==> src/rtl/sdram_arb_pkg.sv <==
// Shared definitions for the SDRAM command arbiter.
//   CMD_WIDTH / ADDR_WIDTH / DATA_WIDTH : command word geometry
//   WE_BIT, ADDR_LSB, DATA_LSB          : field offsets inside a command word
//   rsp_state_t                         : read-response FSM states
package sdram_arb_pkg;
   localparam int CMD_WIDTH  = 41;
   localparam int ADDR_WIDTH = 24;
   localparam int DATA_WIDTH = 16;
   localparam int WE_BIT     = 40;
   localparam int ADDR_LSB   = 16;
   localparam int DATA_LSB   = 0;

   typedef enum logic [1:0] {
      RSP_IDLE,
      RSP_CAPTURE,
      RSP_PRESENT
   } rsp_state_t;
endpackage

==> src/rtl/tag_fifo.sv <==
// Synchronous 1-bit FIFO holding the requester ID of each outstanding read.
//   clk, rst_i  : clock, synchronous active-high reset (empties the FIFO)
//   push, din   : write one ID (ignored when full)
//   pop, dout   : drop the head ID (ignored when empty); dout is the head
//   full, empty : occupancy flags; push and pop in the same cycle are legal
module tag_fifo #(
   parameter int DEPTH = 16
) (
   input  logic clk,
   input  logic rst_i,
   input  logic push,
   input  logic din,
   input  logic pop,
   output logic dout,
   output logic full,
   output logic empty
);
   localparam int AW = $clog2(DEPTH);

   logic [DEPTH-1:0] mem;
   logic [AW-1:0]    wr_ptr, rd_ptr;
   logic [AW:0]      count;
   logic             do_push, do_pop;

   assign full    = (count == (AW+1)'(DEPTH));
   assign empty   = (count == '0);
   assign do_push = push & ~full;
   assign do_pop  = pop & ~empty;
   assign dout    = mem[rd_ptr];

   always_ff @(posedge clk) begin
      if (do_push) mem[wr_ptr] <= din;
   end

   always_ff @(posedge clk) begin
      if (rst_i) begin
         wr_ptr <= '0;
         rd_ptr <= '0;
         count  <= '0;
      end else begin
         if (do_push) wr_ptr <= wr_ptr + 1'b1;
         if (do_pop)  rd_ptr <= rd_ptr + 1'b1;
         case ({do_push, do_pop})
            2'b10:   count <= count + 1'b1;
            2'b01:   count <= count - 1'b1;
            default: count <= count;
         endcase
      end
   end
endmodule

==> src/rtl/sdram_cmd_arbiter.sv <==
// Two-requester round-robin arbiter in front of the SDRAM command FIFO, with
// in-order routing of single-word read data back to the issuing requester.
//   req0_*/req1_*   : command request (valid/ready, we, addr, data)
//   rsp0_*/rsp1_*   : read response (valid/ready, data)
//   cmd_d_o/enq     : registered command word and enqueue pulse to cmd FIFO
//   cmd_full_i/alm  : cmd FIFO back-pressure
//   rd_q_i/deq/empty: read-data FIFO (data valid the cycle after a dequeue)
//   outstanding_o   : reads issued and not yet returned
//   err_o           : sticky, read data arrived with no outstanding tag
module sdram_cmd_arbiter
   import sdram_arb_pkg::*;
#(
   parameter int TAG_DEPTH = 16
) (
   input  logic                         clk,
   input  logic                         rst_i,
   input  logic                         req0_valid_i,
   output logic                         req0_ready_o,
   input  logic                         req0_we_i,
   input  logic [ADDR_WIDTH-1:0]        req0_addr_i,
   input  logic [DATA_WIDTH-1:0]        req0_data_i,
   input  logic                         req1_valid_i,
   output logic                         req1_ready_o,
   input  logic                         req1_we_i,
   input  logic [ADDR_WIDTH-1:0]        req1_addr_i,
   input  logic [DATA_WIDTH-1:0]        req1_data_i,
   output logic                         rsp0_valid_o,
   output logic [DATA_WIDTH-1:0]        rsp0_data_o,
   input  logic                         rsp0_ready_i,
   output logic                         rsp1_valid_o,
   output logic [DATA_WIDTH-1:0]        rsp1_data_o,
   input  logic                         rsp1_ready_i,
   output logic [CMD_WIDTH-1:0]         cmd_d_o,
   output logic                         cmd_enq_o,
   input  logic                         cmd_full_i,
   input  logic                         cmd_alm_full_i,
   input  logic [DATA_WIDTH-1:0]        rd_q_i,
   output logic                         rd_deq_o,
   input  logic                         rd_empty_i,
   output logic [$clog2(TAG_DEPTH):0]   outstanding_o,
   output logic                         err_o
);
   localparam int OW = $clog2(TAG_DEPTH) + 1;

   logic                  elig_wr, elig_rd, elig0, elig1, gnt0, gnt1;
   logic                  last_grant;   // 1: req1 was granted last
   logic                  acc, acc_we;
   logic [ADDR_WIDTH-1:0] acc_addr;
   logic [DATA_WIDTH-1:0] acc_data;
   logic                  tag_push, tag_pop, tag_dout, tag_full, tag_empty;
   logic                  deq, err_set;
   logic                  rsp_id;
   logic [DATA_WIDTH-1:0] rsp_data;
   rsp_state_t            state, state_nx;

   // Reads also need a free tag slot, so a full tag FIFO blocks only reads.
   assign elig_wr = ~cmd_full_i & ~cmd_alm_full_i;
   assign elig_rd = elig_wr & ~tag_full;
   assign elig0   = req0_valid_i & (req0_we_i ? elig_wr : elig_rd);
   assign elig1   = req1_valid_i & (req1_we_i ? elig_wr : elig_rd);
   assign gnt0    = ~rst_i & elig0 & (~elig1 | last_grant);
   assign gnt1    = ~rst_i & elig1 & (~elig0 | ~last_grant);

   assign req0_ready_o = gnt0;
   assign req1_ready_o = gnt1;

   assign acc      = gnt0 | gnt1;
   assign acc_we   = gnt1 ? req1_we_i   : req0_we_i;
   assign acc_addr = gnt1 ? req1_addr_i : req0_addr_i;
   assign acc_data = gnt1 ? req1_data_i : req0_data_i;
   assign tag_push = acc & ~acc_we;

   tag_fifo #(.DEPTH(TAG_DEPTH)) u_tag_fifo (
      .clk   (clk),
      .rst_i (rst_i),
      .push  (tag_push),
      .din   (gnt1),
      .pop   (tag_pop),
      .dout  (tag_dout),
      .full  (tag_full),
      .empty (tag_empty)
   );

   always_comb begin
      state_nx = state;
      deq      = 1'b0;
      tag_pop  = 1'b0;
      err_set  = 1'b0;
      case (state)
         RSP_IDLE: begin
            if (!rd_empty_i) begin
               if (!tag_empty) begin
                  deq      = 1'b1;
                  state_nx = RSP_CAPTURE;
               end else begin
                  err_set  = 1'b1;
               end
            end
         end
         RSP_CAPTURE: begin
            tag_pop  = 1'b1;
            state_nx = RSP_PRESENT;
         end
         RSP_PRESENT: begin
            if (rsp_id ? rsp1_ready_i : rsp0_ready_i) state_nx = RSP_IDLE;
         end
         default: state_nx = RSP_IDLE;
      endcase
   end

   always_ff @(posedge clk) begin
      if (rst_i) begin
         state         <= RSP_IDLE;
         last_grant    <= 1'b1;
         cmd_enq_o     <= 1'b0;
         cmd_d_o       <= '0;
         outstanding_o <= '0;
         err_o         <= 1'b0;
         rsp_id        <= 1'b0;
         rsp_data      <= '0;
      end else begin
         state     <= state_nx;
         cmd_enq_o <= acc;
         if (acc) begin
            cmd_d_o    <= {acc_we, acc_addr, acc_data};
            last_grant <= gnt1;
         end
         case ({tag_push, tag_pop})
            2'b10:   outstanding_o <= outstanding_o + OW'(1);
            2'b01:   outstanding_o <= outstanding_o - OW'(1);
            default: outstanding_o <= outstanding_o;
         endcase
         if (err_set) err_o <= 1'b1;
         // Data FIFO output is valid the cycle after the dequeue pulse.
         if (state == RSP_CAPTURE) begin
            rsp_data <= rd_q_i;
            rsp_id   <= tag_dout;
         end
      end
   end

   assign rd_deq_o     = deq & ~rst_i;
   assign rsp0_valid_o = (state == RSP_PRESENT) & ~rsp_id;
   assign rsp1_valid_o = (state == RSP_PRESENT) &  rsp_id;
   assign rsp0_data_o  = rsp_data;
   assign rsp1_data_o  = rsp_data;
endmodule

==> config.mk <==
export PLATFORM = sky130hd
export DESIGN_NAME = sdram_cmd_arbiter
export DESIGN_NICKNAME = d
export VERILOG_FILES = /design/src/rtl/sdram_arb_pkg.sv /design/src/rtl/tag_fifo.sv /design/src/rtl/sdram_cmd_arbiter.sv
export SDC_FILE = /design/constraint.sdc
export NUM_CORES = 1
export LEC_CHECK = 0
export ABC_AREA = 1
export CORE_ASPECT_RATIO = 0.5
export CORE_UTILIZATION = 39
export CTS_CLUSTER_SIZE = 30
export DETAILED_ROUTE_END_ITERATION = 6
export MAX_ROUTING_LAYER = met4
export PLACE_DENSITY = 0.77
export SYNTH_ARGS = -nofsm -noshare
export SYNTH_HDL_FRONTEND = slang
export SYNTH_SLANG_ARGS = --single-unit
==> constraint.sdc <==
create_clock -name clk -period 2.8 [get_ports clk]
set_input_delay 0.56 -clock clk [delete_from_list [all_inputs] [get_ports clk]]
set_output_delay 0.56 -clock clk [all_outputs]
set_load 0.02 [all_outputs]
Word level (Yosys, flattened, before mapping) --
Cells that the tools add are included.
Cells by class: add/subtract/negate cells 6, order comparisons 3, eq/ne operators 10, multiplexer cells 24, bitwise operators 27, reduce and logical (&&, ||, !) cells 6
Operators with widths (number):
- 24-bit 2-to-1 mux | 1
- 5-bit case mux with 2 select lines | 2
- 16-bit bitwise mux | 1
- 16-bit 2-to-1 mux | 1
- 1-bit AND | 14
- 1-bit 2-to-1 mux | 13
- 5-bit by 1-bit adder with 5-bit output (second input constant) | 2
- 4-bit by 5-bit < comparator with 1-bit output (second input constant) | 2
- 1-bit NOT | 10
- 5-bit by 1-bit subtractor with 5-bit output (second input constant) | 2
- 4-bit by 1-bit adder with 4-bit output (second input constant) | 2
- 2-bit by 1-bit == test with 1-bit output (second input constant) | 3
- 2-bit == test (second input constant) | 3
- 2-bit 2-to-1 mux | 3
- 2-bit inequality test (second input constant) | 3
- 2-bit case mux with 3 select lines | 1
- 5-bit == test (second input constant) | 1
- 5-bit logical NOT | 1
- 1-bit binary-select mux with 4-bit select | 1
- 1-bit demux with 4-bit select | 1
- 4-bit by 1-bit >= comparator with 1-bit output (second input constant) | 1
- 2-bit nonzero test | 2
- 1-bit bitwise OR | 3
- 3-bit AND reduction | 1
- other kinds (2) | 2
Storage, ports and cells: register bits 97, input port bits 107, output and inout port bits 85, word-level logic and storage cells 88

Logic depth before layout (Yosys ltp) --
depth in word-level cells 14, gate-level depth with buffers 19, gate-level depth less buffers 18

Cells and area by module --
A second synthesis with hierarchy kept.
Unflattened totals: cells, all modules 734, area, all modules 5211.2 µm²
Modules (own cells, without submodules):
- sdram_cmd_arbiter | times used 1, cells each 531, area an instance 3574.7 µm², sequential area each 1361.3 µm²
- tag_fifo | times used 1, cells each 203, area an instance 1636.6 µm², sequential area each 740.7 µm²

Worst setup path before layout --
OpenSTA, ideal clock, no wires.
path type input to register, from input rst_i, to register u_tag_fifo.count[4], setup time 113 ps, arrival 2719 ps, data required time 2687 ps, path slack -32 ps, cell stages on the path 18, path buffers 4, cells stage by stage buf_2 > inv_1 > nand4_2 > nand2_2 > buf_6 > buf_6 > nand3_1 > ha_1 > buf_2 > xor2_1 > ha_1 > a21o_1 > nand2_1 > o21ai_1 > a21oi_1 > o21ai_0 > nor2_1 > nor2_1
Between the ends: cells in the longest elaborated chain, start to end 9, elaborated cells on any way between the ends 14, classes of those cells eq/ne (2); mux (2); bitwise (9); reduce/logical (1)
Ends and longest elaborated chain:
- start, declared | line sdram_cmd_arbiter.sv:16 | input logic rst_i,
- 1-bit NOT | line sdram_cmd_arbiter.sv:61, sdram_cmd_arbiter.sv:62
- 1-bit AND (2 in a row) | line sdram_cmd_arbiter.sv:62 | assign gnt1 = ~rst_i & elig1 & (~elig0 | ~last_grant);
- 1-bit 2-to-1 mux | line sdram_cmd_arbiter.sv:68 | assign acc_we = gnt1 ? req1_we_i : req0_we_i;
- 1-bit NOT | line sdram_cmd_arbiter.sv:71 | assign tag_push = acc & ~acc_we;
- 1-bit AND | line sdram_cmd_arbiter.sv:71
- 1-bit AND | line tag_fifo.sv:27 | assign do_push = push & ~full;
- 2-bit by 1-bit == test with 1-bit output or 2-bit == test (tied branches) | line tag_fifo.sv:43 | case ({do_push, do_pop})
- 5-bit case mux with 2 select lines or 2-bit nonzero test (tied branches)
- end signal, assigned | line tag_fifo.sv:44 | 2'b10: count <= count + 1'b1;
- end signal, assigned | line tag_fifo.sv:45 | 2'b01: count <= count - 1'b1;
- end signal, assigned | line tag_fifo.sv:46 | default: count <= count;
- end, declared | line tag_fifo.sv:22 | logic [AW:0] count;
Parallel ways exist; a longest one is shown, timed or not. A chain may end at the register's enable or synchronous reset.

Final worst setup path --
from input req0_we_i, to register outstanding_o[4]
Between the ends: cells in the longest elaborated chain, start to end 10, elaborated cells on any way between the ends 15, classes of those cells eq/ne (2); mux (3); bitwise (9); reduce/logical (1)
Ends and longest elaborated chain:
- start, declared | line sdram_cmd_arbiter.sv:19 | input logic req0_we_i,
- 1-bit 2-to-1 mux | line sdram_cmd_arbiter.sv:59 | assign elig0 = req0_valid_i & (req0_we_i ? elig_wr : elig_rd);
- 1-bit AND | line sdram_cmd_arbiter.sv:59
- 1-bit NOT | line sdram_cmd_arbiter.sv:62
- 1-bit bitwise OR | line sdram_cmd_arbiter.sv:62
- 1-bit AND | line sdram_cmd_arbiter.sv:62
- 1-bit 2-to-1 mux | line sdram_cmd_arbiter.sv:68
- 1-bit NOT | line sdram_cmd_arbiter.sv:71
- 1-bit AND (*) | line sdram_cmd_arbiter.sv:71
- 2-bit by 1-bit == test with 1-bit output or 2-bit == test (tied branches) | line sdram_cmd_arbiter.sv:128 | case ({tag_push, tag_pop})
- 5-bit case mux with 2 select lines or 2-bit nonzero test (tied branches)
- end signal, assigned | line sdram_cmd_arbiter.sv:129 | 2'b10: outstanding_o <= outstanding_o + OW'(1);
- end signal, assigned | line sdram_cmd_arbiter.sv:130 | 2'b01: outstanding_o <= outstanding_o - OW'(1);
- end signal, assigned | line sdram_cmd_arbiter.sv:131 | default: outstanding_o <= outstanding_o;
- end, declared | line sdram_cmd_arbiter.sv:40 | output logic [$clog2(TAG_DEPTH):0] outstanding_o,
Every way passes the cells marked *; elsewhere a longest branch is shown, timed or not.

==> impl_results.md <==
* Status: complete, no violations
* Max cap viols at 0
* Residual DRC count at 0
* Fin. max-slew vios at 0
* Power per cell area at 494 mW/mm^2
* Drt via density at 4.82
* FP Rows at 27
* Clock buffer depth at 2
* Max Freq at 371 MHz
* Seq/Total Area, Yosys at 45.0%
* VDD IR-drop max at 294 uV
* Largest area contributor in the netlist: dfxtp_1
* Die height at 79.4 microns
* Fillers at 988
* Initial DRC count at 269
* CTS tree: built
* Worst Skew at 10.7 ps
* Leak pwr at 0.00293 uW
* Hold Crit Class: reg2reg
* Setup violators final at 0
* TritonCTS Buffers at 9
* YS warnings at 0
* Total core area at 0.0113 sq mm
* Clock power frac at 36.0%
* GR Util All Layers at 21.5%
* WP data arrival at 2970 ps
* Syn avg cell area at 7.71 sq um
* Routed WL per cell at 13.8 microns
* Comb power frac at 20.1%
* HPWL Detailed at 9390 microns
* Flops & latches, synth at 97
* Chip width at 157 microns
* Clk sinks at 97
* Post-synthesis instance total at 606
* Async SR Flop Fraction at 0%
* Cell Area, Synth at 0.00467 sq mm
* Initial Util at 41.3%
* Fin crit share at 96.2%
* Final hold violation count at 0
* Area of the multi-input gates at 0.00217 sq mm
* Slew HR at 61.0%
* Via count at 4591
* Util after Layout at 62.5%
* Worst-path fanout max at 5
* Clk slew on worst S/H paths at 70 ps
* GP Congestion at 0.873
* Initial antenna violation count at 0
* Number of global-route vias before repair at 4220
* Synth Flop Type: dfxtp_1
* Htree depth at 3
* Crit end category: register
* Die Area at 0.0124 sq mm
* Post-Synthesis Net Count at 726
* Grt total ovfl at 0
* Clock tree root buffer cell: clkbuf_16
* Dpl ws at -483 ps
* Reg power frac at 43.9%
* Pre-antenna DRT Iters at 5
* N_diodes at 0
* Synth area leaders: dfxtp_1 35%, nor2_1 11%, edfxtp_1 10%, o21ai_0 7.2%, nor3_1 5.1%
* Post-detailed-route count of antenna-violating nets at 0
* Switching Fraction at 26.9%
* Post-synth EDFFs at 16
* First-pass GRT wire length at 20200 microns
* Unique masters post-synth at 37
* Setup CP Type: in2reg
* Largest net degree at the start of global routing at 55
* Area share of the largest cell type after synthesis at 34.7%
* Reg area at 0.00210 sq mm
* Worst Path Required at 3080 ps
* Worst-Margin Slew at 585 ps
* Top Ports at 192
* Psw at 940 uW
* Final #Nets at 908
* Layout cells sized above 1 at 9.84%
* Final setup margin at 105 ps
* Top-count cell post-synth: nor2_1
* Synth-to-Final Area Change at 51.3%
* CP Launch Type: primary input
* Internal power at 2550 uW
* Most instantiated cells after synthesis: 141 x nor2_1, 81 x dfxtp_1, 67 x o21ai_0, 62 x nand2_1, 48 x nor3_1
* Buffers on Ports at 191
* Routed WL at 13100 microns
* Skew-Pair Late Insertion Delay at 340 ps
* Crit path time final at 2690 ps
[final timing paths]
| check | startpoint | end | slack [ps] | cells after the start |
|---|---|---|---|---|
| min | err_o | err_o | 500 | 2 |
| min reg2reg | err_o | err_o | 500 | 2 |
| max | req0_we_i | outstanding_o[4] | 110 | 14 |
| max reg2reg | u_tag_fifo.count[1] | outstanding_o[4] | 180 | 14 |
[layout make-up]
class	instances	area share, %
Inverter	46	2.46
Multi-Input combinational cell	416	30.6
Tap cell	159	2.81
Sequential cell	97	29.7
Clock buffer	9	3.19
Timing Repair Buffer	218	30.1
Clock inverter	7	1.10
[routing by layer]
metal / vias up / track usage, % / part of all wire, %
met5: - / - / 0
li1: 2322 / - / -
met2: 155 / 36.7 / 50
met1: 2095 / 24.6 / 41
met4: 0 / 7.94 / 2.1
met3: 19 / 5.37 / 6.9
[metrics by stage]
| step | total power (uW) | hold slack [ps] | instances | TNS (ps) | area, sq um |
|---|---|---|---|---|---|
| floorplan | 1900 | 459 | 606 | 0 | 4670 |
| global placement | 2240 | 448 | 935 | -1540 | 6690 |
| detailed placement | 2260 | 478 | 935 | -2760 | 6690 |
| CTS | 3520 | 498 | 951 | 0 | 7000 |
| global route | 3650 | 525 | 952 | -30.8 | 7070 |
| finish | 3490 | 496 | 952 | 0 | 7070 |
[state kept, by name, indices dropped and copies added, names as in the netlist]
signal,cells
u_tag_fifo.mem,16
rsp0_data_o,16
rsp_id,1
cmd_d_o,41
last_grant,1
outstanding_o,5
u_tag_fifo.rd_ptr,4
cmd_enq_o,1
err_o,1
u_tag_fifo.count,5
state,2
u_tag_fifo.wr_ptr,4
[power groups by stage]
stage / combinational (uW) / sequential (uW) / clock (uW)
floorplan: 272 / 1630 / 0
global placement: 684 / 1560 / 0
detailed placement: 693 / 1560 / 0
CTS: 698 / 1530 / 1290
global route: 758 / 1540 / 1350
finish: 700 / 1530 / 1260
[cells by family after synthesis]
logic type | after synthesis | synth area share (%)
buf+inv | 93 | 10.0
simple gates | 304 | 29.4
flops | 97 | 45.0
fa+ha+maj | 13 | 3.64
xor+xnor | 10 | 1.88
compound gates | 89 | 10.1
[repair_timing]
item	4_1_cts	5_1_grt
buffers inserted	0	1
pin swaps	0	11
hold buffers	0	0
setup endpoints to repair	5	7
gates cloned	0	0
resized for setup	5	15
[cells in the final DEF (no fill, tap or decap), drive strengths merged, types with 4 or more instances in the layout]
| master | n |
|---|---|
| clkbuf | 9 |
| ha | 12 |
| xnor2 | 5 |
| clkdlybuf4s50 | 184 |
| edfxtp | 16 |
| nand3 | 28 |
| o221ai | 4 |
| nand2 | 69 |
| dfxtp | 81 |
| dlymetal6s2s | 5 |
| xor2 | 5 |
| inv | 46 |
| a21oi | 13 |
| nor3 | 56 |
| buf | 27 |
| nor2 | 144 |
| nand4 | 5 |
| o21ai | 68 |
[critical path, cell delays in order]
cell,delay (ps)
clkdlybuf4s50_1,440
inv_1,80
nand4_2,90
nand3b_1,180
nand3_2,180
nand3_4,130
ha_1,270
inv_1,90
fa_1,410
nor2_1,150
a211oi_2,60
xor2_1,140
nand2_1,70
a21oi_1,110
Note: power is estimated with default switching activity, not from simulation.
